$ cat config.mk
export PLATFORM = sky130hd
export DESIGN_NAME = mul8s_share_arb_flat
export DESIGN_NICKNAME = d
export VERILOG_FILES = /design/src/rtl/mul8s_share_arb_if.sv /design/src/rtl/mul8s_share_arb.sv /design/src/flat_wrapper.sv
export SDC_FILE = /design/constraint.sdc
export NUM_CORES = 1
export LEC_CHECK = 0
export ABC_AREA = 1
export CAP_MARGIN = 10
export CORE_MARGIN = 4
export CORE_UTILIZATION = 45
export CTS_BUF_LIST = sky130_fd_sc_hd__clkbuf_16
export DETAILED_ROUTE_END_ITERATION = 10
export PLACE_DENSITY = 0.7
export SLEW_MARGIN = 0
export SYNTH_ARGS = -nofsm -noshare
export SYNTH_HDL_FRONTEND = slang
export SYNTH_SLANG_ARGS = --single-unit
$ cat constraint.sdc
create_clock -name clk -period 8.9 [get_ports clk]
set_input_delay 1.335 -clock clk [delete_from_list [all_inputs] [get_ports clk]]
set_output_delay 1.335 -clock clk [all_outputs]
set_load 0.01 [all_outputs]
$ cat src/rtl/mul8s_share_arb_if.sv
// Operand request bus (NREQ streams) and tagged product response bus
// shared between the requesters, the consumer and mul8s_share_arb.
interface mul8s_share_arb_if #(
  parameter int NREQ = 4,
  parameter int IDW  = 2
);
  logic [NREQ-1:0]   req_valid;
  logic [NREQ-1:0]   req_ready;
  logic [8*NREQ-1:0] req_a;
  logic [8*NREQ-1:0] req_b;
  logic              rsp_valid;
  logic              rsp_ready;
  logic [15:0]       rsp_prod;
  logic [IDW-1:0]    rsp_id;

  modport master (
    output req_valid, req_a, req_b, rsp_ready,
    input  req_ready, rsp_valid, rsp_prod, rsp_id
  );

  modport slave (
    input  req_valid, req_a, req_b, rsp_ready,
    output req_ready, rsp_valid, rsp_prod, rsp_id
  );
endinterface

$ cat src/rtl/mul8s_share_arb.sv
// Round-robin time-sharing of one 8x8 signed multiplier between NREQ operand
// streams; S1 registers operands in front of the multiplier, S2 the product.
module mul8s_share_arb #(
  parameter int NREQ = 4,
  parameter int IDW  = 2
) (
  input  logic               clk,
  input  logic               rst,
  mul8s_share_arb_if.slave   bus,
  output logic [31:0]        op_count
);

  logic [IDW-1:0]    ptr_q, ptr_d;
  logic              s1_valid_q, s1_valid_d;
  logic [7:0]        s1_a_q, s1_a_d;
  logic [7:0]        s1_b_q, s1_b_d;
  logic [IDW-1:0]    s1_id_q, s1_id_d;
  logic              s2_valid_q, s2_valid_d;
  logic [15:0]       s2_prod_q, s2_prod_d;
  logic [IDW-1:0]    s2_id_q, s2_id_d;
  logic [31:0]       cnt_q, cnt_d;

  logic [IDW-1:0]    win;
  logic              found;
  logic              s2_load;
  logic              s1_free;
  logic              grant;
  logic              rsp_fire;
  logic signed [15:0] a_ext, b_ext;
  logic [15:0]       mul_o;

  function automatic logic [IDW-1:0] rr_idx(input logic [IDW-1:0] base, input int offs);
    int s;
    s = int'(base) + offs;
    if (s >= NREQ) s = s - NREQ;
    return IDW'(s);
  endfunction

  // Exact multiplier; an approximate mul8s variant with the same A/B/O
  // behaviour drops in here, fed only from S1 and captured only by S2.
  assign a_ext = {{8{s1_a_q[7]}}, s1_a_q};
  assign b_ext = {{8{s1_b_q[7]}}, s1_b_q};
  assign mul_o = a_ext * b_ext;

  assign s2_load  = s1_valid_q & (~s2_valid_q | bus.rsp_ready);
  assign s1_free  = ~s1_valid_q | s2_load;
  assign grant    = found & s1_free;
  assign rsp_fire = s2_valid_q & bus.rsp_ready;

  always_comb begin
    found = 1'b0;
    win   = ptr_q;
    for (int k = 0; k < NREQ; k++) begin
      if (!found && bus.req_valid[rr_idx(ptr_q, k)]) begin
        found = 1'b1;
        win   = rr_idx(ptr_q, k);
      end
    end
  end

  always_comb begin
    bus.req_ready = '0;
    if (found) bus.req_ready[win] = s1_free;
  end

  always_comb begin
    ptr_d      = ptr_q;
    s1_valid_d = s1_valid_q;
    s1_a_d     = s1_a_q;
    s1_b_d     = s1_b_q;
    s1_id_d    = s1_id_q;
    s2_valid_d = s2_valid_q;
    s2_prod_d  = s2_prod_q;
    s2_id_d    = s2_id_q;
    cnt_d      = cnt_q + 32'(rsp_fire);

    if (s2_load) begin
      s2_valid_d = 1'b1;
      s2_prod_d  = mul_o;
      s2_id_d    = s1_id_q;
    end else if (rsp_fire) begin
      s2_valid_d = 1'b0;
    end

    if (grant) begin
      s1_valid_d = 1'b1;
      s1_a_d     = bus.req_a[8*int'(win) +: 8];
      s1_b_d     = bus.req_b[8*int'(win) +: 8];
      s1_id_d    = win;
      ptr_d      = rr_idx(win, 1);
    end else if (s2_load) begin
      s1_valid_d = 1'b0;
    end
  end

  always_ff @(posedge clk) begin
    if (rst) begin
      ptr_q      <= '0;
      s1_valid_q <= 1'b0;
      s1_a_q     <= '0;
      s1_b_q     <= '0;
      s1_id_q    <= '0;
      s2_valid_q <= 1'b0;
      s2_prod_q  <= '0;
      s2_id_q    <= '0;
      cnt_q      <= '0;
    end else begin
      ptr_q      <= ptr_d;
      s1_valid_q <= s1_valid_d;
      s1_a_q     <= s1_a_d;
      s1_b_q     <= s1_b_d;
      s1_id_q    <= s1_id_d;
      s2_valid_q <= s2_valid_d;
      s2_prod_q  <= s2_prod_d;
      s2_id_q    <= s2_id_d;
      cnt_q      <= cnt_d;
    end
  end

  assign bus.rsp_valid = s2_valid_q;
  assign bus.rsp_prod  = s2_prod_q;
  assign bus.rsp_id    = s2_id_q;
  assign op_count      = cnt_q;

endmodule

$ cat src/flat_wrapper.sv
// flat-port wrapper written by rule: the top's interface ports become plain ports
module mul8s_share_arb_flat 
#(
  parameter int NREQ = 4,
  parameter int IDW  = 2
)
  (clk, rst, op_count, bus_req_valid, bus_req_a, bus_req_b, bus_rsp_ready, bus_req_ready, bus_rsp_valid, bus_rsp_prod, bus_rsp_id);
  mul8s_share_arb_if #(.NREQ(NREQ), .IDW(IDW)) bus_i ();
  input  logic clk;
  input  logic rst;
  output logic [31:0] op_count;
  input wire logic [$bits(bus_i.req_valid)-1:0] bus_req_valid;
  input wire logic [$bits(bus_i.req_a)-1:0] bus_req_a;
  input wire logic [$bits(bus_i.req_b)-1:0] bus_req_b;
  input wire logic [$bits(bus_i.rsp_ready)-1:0] bus_rsp_ready;
  output wire logic [$bits(bus_i.req_ready)-1:0] bus_req_ready;
  output wire logic [$bits(bus_i.rsp_valid)-1:0] bus_rsp_valid;
  output wire logic [$bits(bus_i.rsp_prod)-1:0] bus_rsp_prod;
  output wire logic [$bits(bus_i.rsp_id)-1:0] bus_rsp_id;
  assign bus_i.req_valid = bus_req_valid;
  assign bus_i.req_a = bus_req_a;
  assign bus_i.req_b = bus_req_b;
  assign bus_i.rsp_ready = bus_rsp_ready;
  assign bus_req_ready = bus_i.req_ready;
  assign bus_rsp_valid = bus_i.rsp_valid;
  assign bus_rsp_prod = bus_i.rsp_prod;
  assign bus_rsp_id = bus_i.rsp_id;
  mul8s_share_arb #(.NREQ(NREQ), .IDW(IDW)) u_core (.clk(clk), .rst(rst), .bus(bus_i), .op_count(op_count));
endmodule
* Word-level counts from Yosys, hierarchy flattened
Cells that the tools add are included.
** Operators by class
- Reduce and logical (&&, ||, !) cells :: 9
- Shift-type cells :: 2
- Bitwise logic cells :: 8
- Add/sub/neg operators :: 10
- Multipliers :: 1
- $lt $le $gt $ge :: 11
- Mux-type cells :: 28
** Operators by type and width (count)
- $shiftx 32x6->8 :: 2
- $add 32x1->32 :: 1
- $mux 2 :: 9
- $mul 8x8->16 :: 1
- $lt 2x3->1 const B :: 5
- $mux 1 :: 13
- $ge 3x3->1 const B :: 4
- $sub 2x1->2 const B :: 5
- $bmux 1 s2 :: 4
- $add 2x1->3 const B :: 2
- $add 2x2->3 const B :: 2
- $and 4x4->4 :: 1
- $logic_and 1x1->1 :: 4
- $mux 4 :: 1
- $reduce_bool 2->1 :: 2
- $and 1x1->1 :: 3
- $ge 2x3->1 const B :: 1
- $logic_not 1->1 :: 3
- $demux 1 s2 :: 1
- $ge 2x1->1 const B :: 1
- $not 1->1 :: 2
- $or 1x1->1 :: 2
** Word-level totals
- Bits of input ports :: 71
- Flip-flop bits (word level) :: 72
- Logic and storage cells :: 78
- Output and inout bits :: 55

* Depth between registers and ports, before layout
- Depth after elaboration :: 20
- Gate-level depth with buffers :: 22
- Mapped depth without buffers :: 21

* Worst setup path before layout
OpenSTA, ideal clock, no wires.
- Kind :: reg-to-reg
- Start point :: register u_core.s1_b_q[6]
- End point :: register u_core.s2_prod_q[12], in the netlist u_core.bus.rsp_prod[12]
- Data arrival time :: 4.114 ns
- Period minus slack after synthesis :: 4.223 ns
- Slack :: 4.677 ns
- Stages on the path, launching flop included :: 21
- Path through :: dfxtp_1 > clkbuf_1 > nand2_1 > fa_1 > fa_1 > inv_1 > fa_1 > inv_1 > fa_1 > inv_1 > ha_1 > a21oi_1 > o21ai_0 > a21oi_1 > nor2_1 > o21ai_0 > nand2_1 > nand2_1 > nand3_1 > nand2_1 > inv_1
** On the way
- Word-level cells in the longest chain between the ends :: 1
** Ends and longest elaborated chain
- start: declaration :: RTL line mul8s_share_arb.sv:16 : logic [7:0] s1_b_q, s1_b_d;
- start signal: assignment :: RTL line mul8s_share_arb.sv:101 : s1_b_q <= '0;
- start signal: assignment :: RTL line mul8s_share_arb.sv:111 : s1_b_q <= s1_b_d;
- $mul 8x8->16 :: RTL line mul8s_share_arb.sv:43 : assign mul_o = a_ext * b_ext;
- end signal: assignment :: RTL line mul8s_share_arb.sv:114 : s2_prod_q <= s2_prod_d;
- end: declaration :: RTL line mul8s_share_arb.sv:19 : logic [15:0] s2_prod_q, s2_prod_d;
Every way passes these cells.
A chain may end at the register's enable or synchronous reset.

* Worst setup path after layout
- Start point :: input port bus_req_valid[2]
- End point :: output port bus_req_ready[3]
** On the way
- Word-level cells in the longest chain between the ends :: 18
- Elaborated cells on any way between the ends :: 29
- Those cells by class :: order compare (2); mux (19); bitwise (1); reduce/logical (7)
** Ends and longest elaborated chain
- start: declaration :: RTL line flat_wrapper.sv:12 : input wire logic [$bits(bus_i.req_valid)-1:0] bus_req_valid;
- $bmux 1 s2 :: RTL line mul8s_share_arb.sv:54 : if (!found && bus.req_valid[rr_idx(ptr_q, k)]) begin
- $mux 1 (implied by the code) :: RTL line mul8s_share_arb.sv:54
- $mux 1 :: RTL line mul8s_share_arb.sv:54
- $logic_not 1->1 :: RTL line mul8s_share_arb.sv:54
- $logic_and 1x1->1 :: RTL line mul8s_share_arb.sv:54
- $mux 1 :: RTL line mul8s_share_arb.sv:54
- $logic_not 1->1 :: RTL line mul8s_share_arb.sv:54
- $logic_and 1x1->1 :: RTL line mul8s_share_arb.sv:54
- (+3 left out)
- $mux 2 * :: RTL line mul8s_share_arb.sv:54
- named net u_core.win[0] :: RTL line mul8s_share_arb.sv:23 : logic [IDW-1:0] win;
- $lt 2x3->1 (implied by the code) / $ge 2x1->1 (equally long branches) :: RTL line mul8s_share_arb.sv:63 : if (found) bus.req_ready[win] = s1_free;
- $logic_and 1x1->1 (implied by the code) :: RTL line mul8s_share_arb.sv:63
- $mux 1 (implied by the code) :: RTL line mul8s_share_arb.sv:63
- $demux 1 s2 *
- $and 4x4->4 (no source line) *
- $mux 4 * :: RTL line mul8s_share_arb.sv:63
- end: declaration :: RTL line flat_wrapper.sv:16 : output wire logic [$bits(bus_i.req_ready)-1:0] bus_req_ready;
The timed path passes the listed nets; every way through them passes the cells marked *. The select of a mux whose other input is x is not followed.

==> Implementation_results.wiki <==
{| class="wikitable"
! Metric !! Value
|-
| Result of the run || complete, no violations
|-
| Cells along the critical path || clkdlybuf4s50_1 -> nand2_1 -> nand2_1 -> nand2_1 -> nand2_1 -> nand4_2 -> nand2_4 -> inv_1 -> ha_1 -> inv_1 -> nor2_1 -> clkdlybuf4s50_1
|-
| Total half-perimeter wirelength after legalization and detailed placement || 12,680 µm
|-
| Launching element of the worst setup path || bus_req_valid[2]
|-
| Number of maximum-capacitance violations || 0
|-
| Hold_buf cts || 0
|-
| Fraction of layout cells with a size suffix above 1 || 0.03829
|-
| H-tree levels || 3
|-
| Number of nets produced by synthesis || roughly 1,200
|-
| Post-synthesis instance area || between 6000 and 7000 µm²
|-
| Number of placed instances with taps included || approximately 1,300
|-
| Final setup violation count || 0
|-
| Total Wirelength || about 16,000 µm
|-
| Horiz. Die Dim || 130.4 µm
|-
| Pin count of the biggest net entering global routing || between 50 and 60
|-
| Skew-Pair Late Insertion Delay || 340 ps
|-
| Final Instance Count excl. Fillers || roughly 1,300
|-
| Growth of design area from synthesis to finish || 23.30%
|-
| DRC violation count after routing || 0
|-
| Sum of negative setup slack || 0 ps
|-
| Fin Hold WS || roughly 480 ps
|-
| Maximum fanout along the worst path || 37
|-
| Number of inserted diodes || 0
|-
| Sequential fraction of the synthesis area || 0.2139
|-
| Clock edge transition at the registers on the reported setup and hold paths || ~60 ps
|-
| Pwr/cell area || 309.0 nW/µm²
|-
| Number of resized instances in the post-cts repair step || 0
|-
| Full die area || 17,000 µm²
|-
| Post-CTS repair timing setup buffer count || 0
|-
| Critical path required time || 7570 ps
|-
| Cell type contributing the most total cell area after synthesis || sky130_fd_sc_hd__dfxtp_1
|-
| Type of element capturing the critical path || output pin
|-
| Worst IR Drop VDD || 0.1843 mV
|-
| Number of buffer cells added on primary ports || approximately 130
|-
| Worst min-delay path startpoint || u_core.bus.rsp_id[1]
|-
| Fraction of the cycle the final worst path needs || 0.6490
|-
| Mapped Cells || 1,024
|-
| Vias || between 6,000 and 7,000
|-
| Worst Hold Path Cells || 2
|-
| GRT Residual Overflow || 0
|-
| Number of distinct library cells after synthesis || just over 40
|-
| First-pass GRT wire length || 27,810 µm
|-
| WS Path Type || in -> out
|-
| Reg-to-Reg End || u_core.bus.rsp_prod[14]
|-
| Setup skew after layout || between 8 and 9 ps
|-
| Number of core rows || 44
|-
| Worst hold path type || reg -> reg
|-
| Clk sink count || slightly above 70
|-
| TritonCTS buffer count || 9
|-
| Final critical-path required period || just under 6000 ps
|-
| FF-to-FF setup slack || ~4300 ps
|-
| Most area-consuming cells after synthesis || sky130_fd_sc_hd__dfxtp_1, sky130_fd_sc_hd__fa_1, sky130_fd_sc_hd__nand2_1
|-
| Number of antenna violations at the first check in global routing || 0
|-
| Highest clock frequency the design can meet || ~0.17 GHz
|-
| Final net count || roughly 1,300
|-
| Top-area cell type share of the netlist area || 0.2139
|-
| Source of the worst register-to-register timing path || u_core.s1_b_q[2]
|-
| Critical Path Most Common Cell || sky130_fd_sc_hd__nand2_1
|-
| Global-route usage over all layers || 0.1985
|-
| Number of synthesis warnings || 0
|-
| Synthesized area per cell || between 6 and 7 µm²
|-
| Setup crit end || bus_req_ready[3]
|-
| Type of origin of the critical path || input port
|-
| Least setup slack across all paths after layout || around 3100 ps
|-
| Number of global-route vias before repair || 6,181
|-
| IO Count || between 100 and 150
|-
| Slowest library cell on the worst path || sky130_fd_sc_hd__nand4_2
|-
| Flop and latch count out of synthesis || 72
|-
| DIE HEIGHT || about 130 µm
|-
| Final core utilization || 0.5696
|-
| Core Area || about 15,000 µm²
|-
| Worst setup slack after placement || around 3100 ps
|-
| First-pass iteration count of the detailed router || 5
|-
| Transition time of the tightest slew-check pin || roughly 830 ps
|-
| Maximum buffer depth of the clock tree || 2
|-
| Vias per Instance || roughly 4.8
|-
| Antenna viol nets, final || 0
|-
| First-iteration detailed-routing DRC count || about 270
|-
| Leakage || around 4.4 nW
|-
| Final routed wire length divided by cell count || roughly 12 µm
|-
| Count of pins over their slew limit || 0
|-
| Starting density of the core || 0.4619
|-
| CTS tree || done
|-
| Slowest Stage Delay on Critical Path || ~650 ps
|-
| Worst slew margin || 0.4492
|-
| Unrepaired setup endpoints after global routing || false
|-
| Crit path DAT || 4440 ps
|-
| Final Hold Viols || 0
|-
| Reg2Reg Depth || 19
|-
| Root Buffer || sky130_fd_sc_hd__clkbuf_16
|-
| Gp weighted congestion || ~0.88
|}
[layout by cell type (no fill, tap or decap), types with 2 or more instances in the layout]
master,instances
sky130_fd_sc_hd__clkbuf_16,9
sky130_fd_sc_hd__o211ai_1,2
sky130_fd_sc_hd__fa_1,55
sky130_fd_sc_hd__nor2_2,3
sky130_fd_sc_hd__o21a_1,3
sky130_fd_sc_hd__dfxtp_1,72
sky130_fd_sc_hd__nand2_1,282
sky130_fd_sc_hd__o31ai_1,2
sky130_fd_sc_hd__xor2_1,13
sky130_fd_sc_hd__nand3_1,78
sky130_fd_sc_hd__o21bai_1,2
sky130_fd_sc_hd__nor4_1,4
sky130_fd_sc_hd__nand2_2,7
sky130_fd_sc_hd__inv_1,213
sky130_fd_sc_hd__nand4_2,2
sky130_fd_sc_hd__a21oi_1,32
sky130_fd_sc_hd__nor2_1,97
sky130_fd_sc_hd__clkdlybuf4s50_1,124
sky130_fd_sc_hd__nor3b_1,4
sky130_fd_sc_hd__clkinv_4,2
sky130_fd_sc_hd__nor3_1,14
sky130_fd_sc_hd__inv_2,5
sky130_fd_sc_hd__o21ai_0,26
sky130_fd_sc_hd__nand4_1,7
sky130_fd_sc_hd__or2_2,5
sky130_fd_sc_hd__o21ai_1,2
sky130_fd_sc_hd__xnor2_1,6
sky130_fd_sc_hd__ha_1,35
[cells in the mapped netlist (all sizes together)]
| cell | n |
|---|---|
| dfxtp | 72 |
| xor2 | 13 |
| a311oi | 1 |
| nand2b | 1 |
| nand4 | 9 |
| nor2 | 101 |
| a211oi | 1 |
| or2 | 5 |
| nor3 | 16 |
| nand2 | 290 |
| a21o | 1 |
| ha | 35 |
| o21a | 3 |
| inv | 218 |
| o21ai | 28 |
| nor4 | 4 |
| xnor2 | 6 |
| o22ai | 1 |
| nand3 | 78 |
| and3 | 1 |
| buf | 16 |
| a31oi | 1 |
| a21oi | 32 |
| clkbuf | 26 |
| o21bai | 2 |
| nor3b | 4 |
| o211ai | 2 |
| fa | 55 |
| o31ai | 2 |
[flip-flops by register name, summed over array words and instances (netlist names)]
register and count:
u_core.bus.rsp_id 2, u_core.bus.rsp_prod 16, u_core.bus.rsp_valid 1, u_core.op_count 32, u_core.ptr_q 2, u_core.s1_a_q 8, u_core.s1_b_q 8, u_core.s1_id_q 2
u_core.s1_valid_q 1
[area by class of cell]
| type | count | area, µm² |
|---|---|---|
| clock buffer | 9 | 225.2 |
| clock inverter | 6 | 68.82 |
| fill | 1399 | 6280 |
| inverter | 218 | 818.3 |
| multi-input combinational | 692 | 4272 |
| sequential | 72 | 1441 |
| tap | 184 | 230.2 |
| timing repair buffer | 126 | 1254 |
[logic make-up (layout without fill, tap and decap cells)]
group | count (synthesis) | after routing | share of synthesized area
compound gates | 74 | 74 | 0.05997
xor+xnor | 19 | 19 | 0.02469
fa+ha+maj | 90 | 90 | 0.2284
buf+inv | 260 | 359 | 0.1522
flops | 72 | 72 | 0.2139
simple gates | 509 | 509 | 0.3208
[per-stage QoR]
stage | power (W) | area, µm²
detailed placement | 0.002219 | 8015
global route | 0.002913 | 8309
CTS | 0.002593 | 8309
finish | 0.002568 | 8309
global placement | 0.002185 | 8015
floorplan | 0.001832 | 6739
[per-layer routing]
layer  GRT usage  part of all wire
met1      0.2609              0.46
met2      0.3349              0.46
met3     0.03740             0.066
met4     0.05747             0.017
met5           0                 0
[worst min path at each step]
| stage | to | slack, ps |
|---|---|---|
| after floorplan | u_core.s1_id_q[1] | 460 |
| after global placement | u_core.op_count[31] | 460 |
| after detailed placement | u_core.bus.rsp_prod[0] | 470 |
| after CTS | u_core.bus.rsp_prod[0] | 480 |
| after global routing | u_core.bus.rsp_prod[0] | 500 |
| final | u_core.bus.rsp_id[1] | 480 |
[power by group]
part	internal (W)	leakage [nW]	total (W)	switching, W
sequential	0.000396	0.589	0.000498	0.000102
clock	0.000217	0.142	0.000363	0.000146
combinational	0.000649	3.63	0.00171	0.00106
total	0.00126	4.36	0.00257	0.00131
[worst max-delay path: cells and delay by family]
| kind | cells | cell delay, ps |
|---|---|---|
| adder cells (fa/ha/maj) | 1 | 220 |
| buffers and inverters | 4 | 1170 |
| AND/OR/NAND/NOR | 7 | 1710 |
(Power assumes the default switching activity.)
